## src/rtl/cg_scheduler.sv

```systemverilog
// -----------------------------------------------------------------------------
// cg_scheduler
//   Controller for a bank of integrated clock-gating cells, one per register
//   domain. Each domain gates itself after idle_thresh consecutive idle cycles
//   and is woken on demand. Wake-ups pass through a round-robin arbiter so that
//   at most one domain restarts its clock per cycle.
//
// Ports
//   clk          in   system clock (ungated)
//   rst_n        in   asynchronous active-low reset
//   cfg_en       in   global gating enable; 0 forces every domain awake
//   idle_thresh  in   [IDLE_W] idle cycles before gating; 0 disables gating
//   req          in   [N_DOM] clock request, held by the requester until ack
//   act          in   [N_DOM] activity indication (no handshake)
//   force_on     in   [N_DOM] per-domain gating override
//   cg_en        out  [N_DOM] registered ICG enable
//   ack          out  [N_DOM] domain clock running and stable
//   all_gated    out  registered; 1 when every domain is OFF
// -----------------------------------------------------------------------------
module cg_scheduler #(
  parameter int N_DOM    = 4,
  parameter int IDLE_W   = 8,
  parameter int WAKE_LAT = 2
) (
  input  logic              clk,
  input  logic              rst_n,
  input  logic              cfg_en,
  input  logic [IDLE_W-1:0] idle_thresh,
  input  logic [N_DOM-1:0]  req,
  input  logic [N_DOM-1:0]  act,
  input  logic [N_DOM-1:0]  force_on,
  output logic [N_DOM-1:0]  cg_en,
  output logic [N_DOM-1:0]  ack,
  output logic              all_gated
);

  localparam int PTR_W  = $clog2(N_DOM);
  localparam int WCNT_W = (WAKE_LAT > 1) ? $clog2(WAKE_LAT) : 1;

  typedef enum logic [1:0] {
    ST_ON   = 2'd0,
    ST_OFF  = 2'd1,
    ST_WAKE = 2'd2
  } dom_state_e;

  // State registers
  dom_state_e        r_state    [N_DOM];
  logic [IDLE_W-1:0] r_idle_cnt [N_DOM];
  logic [WCNT_W-1:0] r_wake_cnt [N_DOM];
  logic [PTR_W-1:0]  r_rr_ptr;
  logic [N_DOM-1:0]  r_cg_en;
  logic [N_DOM-1:0]  r_ack;
  logic              r_all_gated;

  // Next-state and decode
  dom_state_e        w_state_nxt    [N_DOM];
  logic [IDLE_W-1:0] w_idle_cnt_nxt [N_DOM];
  logic [WCNT_W-1:0] w_wake_cnt_nxt [N_DOM];
  logic [PTR_W-1:0]  w_rr_ptr_nxt;
  logic [N_DOM-1:0]  w_cg_en_nxt;
  logic [N_DOM-1:0]  w_ack_nxt;
  logic [N_DOM-1:0]  w_is_off;
  logic [N_DOM-1:0]  w_busy;
  logic [N_DOM-1:0]  w_idle;
  logic [N_DOM-1:0]  w_demand;
  logic [N_DOM-1:0]  w_pending;
  logic              w_gating_ok;
  logic [IDLE_W-1:0] w_thresh_m1;
  logic              w_hi_vld;
  logic [PTR_W-1:0]  w_hi_idx;
  logic              w_lo_vld;
  logic [PTR_W-1:0]  w_lo_idx;
  logic              w_grant_vld;
  logic [PTR_W-1:0]  w_grant_idx;

  assign w_gating_ok = cfg_en && (idle_thresh != '0);
  // Only consulted when w_gating_ok is set, so idle_thresh >= 1 and no wrap.
  assign w_thresh_m1 = idle_thresh - IDLE_W'(1);
  assign w_busy      = req | act | force_on;
  assign w_idle      = ~w_busy & {N_DOM{w_gating_ok}};
  assign w_demand    = w_busy | {N_DOM{~cfg_en}};

  always_comb begin
    for (int i = 0; i < N_DOM; i++) begin
      w_is_off[i]  = (r_state[i] == ST_OFF);
      w_pending[i] = w_is_off[i] && w_demand[i];
    end
  end

  // Round-robin arbiter: the lowest pending index at or above rr_ptr wins;
  // if there is none, the search wraps to the lowest pending index overall.
  // Both searches run descending so the last hit is the lowest index.
  always_comb begin
    // NOTE: every combinational output gets a default before any branch, so
    // no path leaves a value unassigned and no latch is inferred.
    w_hi_vld = 1'b0;
    w_hi_idx = '0;
    w_lo_vld = 1'b0;
    w_lo_idx = '0;
    for (int i = N_DOM - 1; i >= 0; i--) begin
      if (w_pending[i]) begin
        w_lo_vld = 1'b1;
        w_lo_idx = PTR_W'(i);
        if (PTR_W'(i) >= r_rr_ptr) begin
          w_hi_vld = 1'b1;
          w_hi_idx = PTR_W'(i);
        end
      end
    end
    w_grant_vld = w_hi_vld || w_lo_vld;
    w_grant_idx = w_hi_vld ? w_hi_idx : w_lo_idx;

    w_rr_ptr_nxt = r_rr_ptr;
    if (w_grant_vld) begin
      w_rr_ptr_nxt = (w_grant_idx == PTR_W'(N_DOM - 1)) ? '0
                                                        : w_grant_idx + PTR_W'(1);
    end
  end

  // Per-domain ON / OFF / WAKE next-state logic
  always_comb begin
    for (int i = 0; i < N_DOM; i++) begin
      w_state_nxt[i]    = r_state[i];
      w_idle_cnt_nxt[i] = r_idle_cnt[i];
      w_wake_cnt_nxt[i] = r_wake_cnt[i];

      case (r_state[i])
        ST_ON: begin
          if (w_idle[i]) begin
            // Comparing against thresh-1 on the current idle cycle gates after
            // exactly idle_thresh idle cycles, and reacts at once to a lowered
            // threshold.
            if (r_idle_cnt[i] >= w_thresh_m1) begin
              w_state_nxt[i]    = ST_OFF;
              w_idle_cnt_nxt[i] = '0;
            end else if (r_idle_cnt[i] != '1) begin
              w_idle_cnt_nxt[i] = r_idle_cnt[i] + IDLE_W'(1);
            end
          end else begin
            w_idle_cnt_nxt[i] = '0;
          end
        end
        ST_OFF: begin
          if (w_grant_vld && (w_grant_idx == PTR_W'(i))) begin
            w_state_nxt[i]    = ST_WAKE;
            w_wake_cnt_nxt[i] = '0;
          end
        end
        ST_WAKE: begin
          // A wake always completes, even if demand has gone away meanwhile.
          if (r_wake_cnt[i] == WCNT_W'(WAKE_LAT - 1)) begin
            w_state_nxt[i]    = ST_ON;
            w_idle_cnt_nxt[i] = '0;
          end else begin
            w_wake_cnt_nxt[i] = r_wake_cnt[i] + WCNT_W'(1);
          end
        end
        default: begin
          w_state_nxt[i]    = ST_ON;
          w_idle_cnt_nxt[i] = '0;
          w_wake_cnt_nxt[i] = '0;
        end
      endcase

      // Outputs are decoded from the next state and registered, so the ICG
      // enable never sees a combinational glitch.
      w_cg_en_nxt[i] = (w_state_nxt[i] != ST_OFF);
      w_ack_nxt[i]   = (w_state_nxt[i] == ST_ON);
    end
  end

  always_ff @(posedge clk or negedge rst_n) begin
    if (!rst_n) begin
      // NOTE: the per-domain arrays are small register files that must start
      // in a known ON state, so each element is reset explicitly.
      for (int i = 0; i < N_DOM; i++) begin
        r_state[i]    <= ST_ON;
        r_idle_cnt[i] <= '0;
        r_wake_cnt[i] <= '0;
      end
      r_rr_ptr    <= '0;
      r_cg_en     <= '1;
      r_ack       <= '1;
      r_all_gated <= 1'b0;
    end else begin
      // NOTE: non-blocking assignments for all state so every flop samples the
      // values from before this edge, independent of statement order.
      for (int i = 0; i < N_DOM; i++) begin
        r_state[i]    <= w_state_nxt[i];
        r_idle_cnt[i] <= w_idle_cnt_nxt[i];
        r_wake_cnt[i] <= w_wake_cnt_nxt[i];
      end
      r_rr_ptr    <= w_rr_ptr_nxt;
      r_cg_en     <= w_cg_en_nxt;
      r_ack       <= w_ack_nxt;
      // Reflects the state held before this edge, so it trails the last
      // domain turning OFF by one cycle.
      r_all_gated <= &w_is_off;
    end
  end

  assign cg_en     = r_cg_en;
  assign ack       = r_ack;
  assign all_gated = r_all_gated;

endmodule
```

## config.mk

```make
export PLATFORM = sky130hd
export DESIGN_NAME = cg_scheduler
export DESIGN_NICKNAME = d
export VERILOG_FILES = /design/src/rtl/cg_scheduler.sv
export SDC_FILE = /design/constraint.sdc
export NUM_CORES = 1
export LEC_CHECK = 0
export CAP_MARGIN = 20
export CORE_MARGIN = 2
export CORE_UTILIZATION = 50
export CTS_BUF_LIST = sky130_fd_sc_hd__clkbuf_8 sky130_fd_sc_hd__clkbuf_16
export DETAILED_ROUTE_END_ITERATION = 8
export GPL_TIMING_DRIVEN = 0
export PLACE_DENSITY = 0.7
export SLEW_MARGIN = 20
export SYNTH_ARGS = -nofsm -noshare
export SYNTH_HDL_FRONTEND = slang
export SYNTH_SLANG_ARGS = --single-unit
```

## constraint.sdc

```tcl
create_clock -name clk -period 2.4 [get_ports clk]
set_clock_uncertainty 0.05 [all_clocks]
set_input_delay 0.24 -clock clk [delete_from_list [all_inputs] [get_ports clk]]
set_output_delay 0.24 -clock clk [all_outputs]
set_load 0.005 [all_outputs]
```

==> impl_metrics.csv <==
group,metric,value,unit
setup_path,critical_path_required,2.60,ns
placement,globalplace.congestion,0.861,
drt,vias,3469,
synth,seq_area_frac_synth,37.0,%
setup_path,critical_path_class,"in -> reg",
setup_path,crit_path_end_kind,"flop",
synth,yosysWarnings,0,
timing,finalCritPeriodShare,104,%
timing,setup_viol,23,
clocking,cts_tree,"yes",
final_layout,diodes,0,
clocking,clock_latency,0.30,ns
final_layout,final_nets,547,
synth,synth_fp_nets,487,
timing,holdWs,0.446,ns
clocking,h-tree-depth,2,
placement,dp_slack,-1.26,ns
synth,synth_top_cell_by_area,"dfrtp_1",
final_layout,final_core_utilization,68.4,%
global_route,grt_pass1_vias,3241,
drt,drc,0,
setup_path,startpoint_type,"input pin",
power,p_leak,2.09,nW
synth,synthArstFlopShare,100,%
clocking,cts_sinks,55,
drt,avgRoutedWirePerCell,16.4,um
global_route,grt_pass1_wl,15.8,mm
synth,netlist_top_cells_area,"dfrtp_1 31%, ha_1 14%, a21oi_1 6.1%, dfstp_2 5.6%, nand2_1 4.3%",
placement,dpl.hpwl,6.55,mm
timing,finalHoldViolCount,0,
timing,worstMarginPinSlew,0.725,ns
clocking,cts_buffer_depth,2,
die,die_x,90.5,um
synth,syn_inst,422,
drt,drt_iter0_drc,100,
timing,slew_viol_final,0,
synth,syn_area_per_cell,8.87,um^2
die,ios,32,
die,dieArea,8200,um^2
status,status,"finished, violations left",
global_route,grt-ovfl-total,0,
final_layout,drive_gt1_share,26.1,%
drt,via_per_inst,5.96,
die,start_util,51.6,%
worst_hold_path,min_path_type,"reg -> reg",
placement,numPortBuffers,31,
drt,routed_wl,9.56,mm
clocking,cts_root_buffer,"clkbuf_8",
synth,synth.distinct_cells,56,
clocking,cts_buffers,5,
placement,dp_cells,552,
setup_path,cp_max_fo,5,
power,ir_drop,312,uV
synth,synth_seq_cells,55,
die,placementRows,31,
timing,fin_crit,2.50,ns
timing,fin_ws,-0.105,ns
final_layout,finalInstanceArea,4960,um^2
global_route,antenna_found_initial,0,
synth,synth-edff-count,0,
final_layout,finalNonFillerCells,582,
final_layout,fillerInstances,576,
die,fp.dieH,90.5,um
drt,dr.pass1.iters,4,
setup_path,cp.arrival,2.70,ns
drt,final_antenna_net_count,0,
timing,slew_headroom,51.3,%
synth,synth-main-ff-cell,"dfrtp_1",
global_route,grt_usage,23.5,%
flow_run,max-cap-violations,0,
timing,max_freq,399,MHz
die,core,7250,um^2
clocking,cts.clk_slew.worst_paths,0.10,ns
power,pwr_density_cell,372,nW/um^2
placement,place_area,4350,um^2
timing,rsz0062_at_grt,"yes",
synth,synth_top_area_share,31.4,%
global_route,grt_start_max_net_pins,56,
status,violations,"setup timing",
final_layout,syn2layout_area_growth,32.5,%
synth,netlist_area,3740,um^2
## synthesized netlist by cell type (4+ instances only)
cell type  number
a211oi_1        6
a21o_1         10
a21oi_1        46
a31oi_1        10
a41oi_1         4
buf_2           4
clkbuf_1        4
dfrtp_1        47
dfstp_2         8
ha_1           42
inv_1          12
nand2_1        43
nand2b_1        6
nand3_1        19
nand4_1         7
nor2_1         39
nor2b_1         8
nor3_1         19
o21ai_0        17
o22a_1          5
o31ai_1         7
xnor2_1         5
## metal layers
metal  vias up  track usage, %  share of wire [%]
met5         -               0                  0
met2        87            38.6                 49
met1      1684            33.2                 47
met4         0            5.38               0.69
met3         4            3.09                3.7
li1       1694               -                  -
## placed cells by master, fill, tap and decap left out, types with 6 or more instances in the layout
cell type / n
a21o_1: 10
a21oi_1: 31
a21oi_2: 12
a31oi_1: 10
buf_4: 21
buf_6: 9
clkdlybuf4s50_1: 23
dfrtp_1: 47
dfstp_2: 8
ha_1: 37
inv_1: 12
nand2_1: 39
nand2b_1: 6
nand3_1: 18
nand4_1: 7
nor2_1: 35
nor2b_1: 7
nor3_1: 12
o21ai_0: 7
o21ai_1: 7
## worst max-delay path, cell delays in order
cell and delay (ns):
buf_6 0.10, or4_4 0.57, buf_6 0.15, nor2_4 0.14, xnor2_4 0.19, ha_4 0.26
a21o_1 0.20, a21oi_4 0.16, o31ai_4 0.14, buf_8 0.17, o311ai_4 0.21, o21a_1 0.17
## report_power, final
| group | leakage (nW) | internal (mW) | total, mW | switching, mW |
|---|---|---|---|---|
| combinational | 1.33 | 0.165 | 0.359 | 0.194 |
| clock | 0.0519 | 0.196 | 0.494 | 0.298 |
| sequential | 0.714 | 0.959 | 0.992 | 0.0328 |
| total | 2.09 | 1.32 | 1.84 | 0.525 |
## worst paths after layout
check	startpoint	end	slack, ns	cells after the start
min	r_state[2]$_DFF_PN0_	r_wake_cnt[1]$_DFFE_PN0P_	0.45	1
max reg2reg	r_idle_cnt[16]$_DFFE_PN0P_	r_idle_cnt[19]$_DFFE_PN0P_	0.15	6
max in group asynchronous	rst_n	r_idle_cnt[24]$_DFFE_PN0P_	1.36	2
min in group asynchronous	rst_n	r_idle_cnt[7]$_DFFE_PN0P_	0.47	2
min reg2reg	r_state[2]$_DFF_PN0_	r_wake_cnt[1]$_DFFE_PN0P_	0.45	1
max	idle_thresh[5]	r_idle_cnt[19]$_DFFE_PN0P_	-0.10	12
## cell type report
class	instances	area [um^2]	area share, %
multi-input cells	344	2740	55.3
clock inverters	3	11.3	0.227
inverters	12	48.8	0.984
clock buffers	5	68.8	1.39
well taps	99	124	2.50
flip-flops and latches	55	1390	28.0
repair buffers	54	509	10.3
plain buffers	10	68.8	1.39
## repair_timing
| item | in CTS | in global routing |
|---|---|---|
| cloned | 3 | 0 |
| endpoints found under the hold margin | 47 | 0 |
| setup endpoints to repair | 49 | 42 |
| gates resized for setup | 68 | 45 |
| setup buffers | 18 | 1 |
| pin swaps | 24 | 30 |
| hold buffers | 1 | 0 |
## cell families (layout without fill, tap and decap cells)
group / count (synthesis) / in the layout / share of synthesized area [%]
muxes: 1 / 1 / 0.301
DFF: 55 / 55 / 37.0
AOI/OAI and AO/OA: 125 / 125 / 21.4
adders and majority gates: 42 / 42 / 14.0
xor gates and xnor gates: 6 / 6 / 1.40
buffers and inverters: 23 / 84 / 2.74
and+or+nand+nor: 170 / 170 / 23.1
## through the flow
step | TNS, ns | total power [mW]
2_1_floorplan | -2.36 | 1.17
3_3_place_gp | -83.35 | 1.29
3_5_place_dp | -48.81 | 1.30
4_1_cts | -1.54 | 1.84
5_1_grt | -4.52 | 1.94
6_report | -1.17 | 1.84
## registers in the layout, summed over array words and instances (netlist names)
signal      flops
cg_en           4
r_state         8
ack             4
r_rr_ptr        2
all_gated       1
r_wake_cnt      4
r_idle_cnt     32
Power figures use the tool's default switching activity.
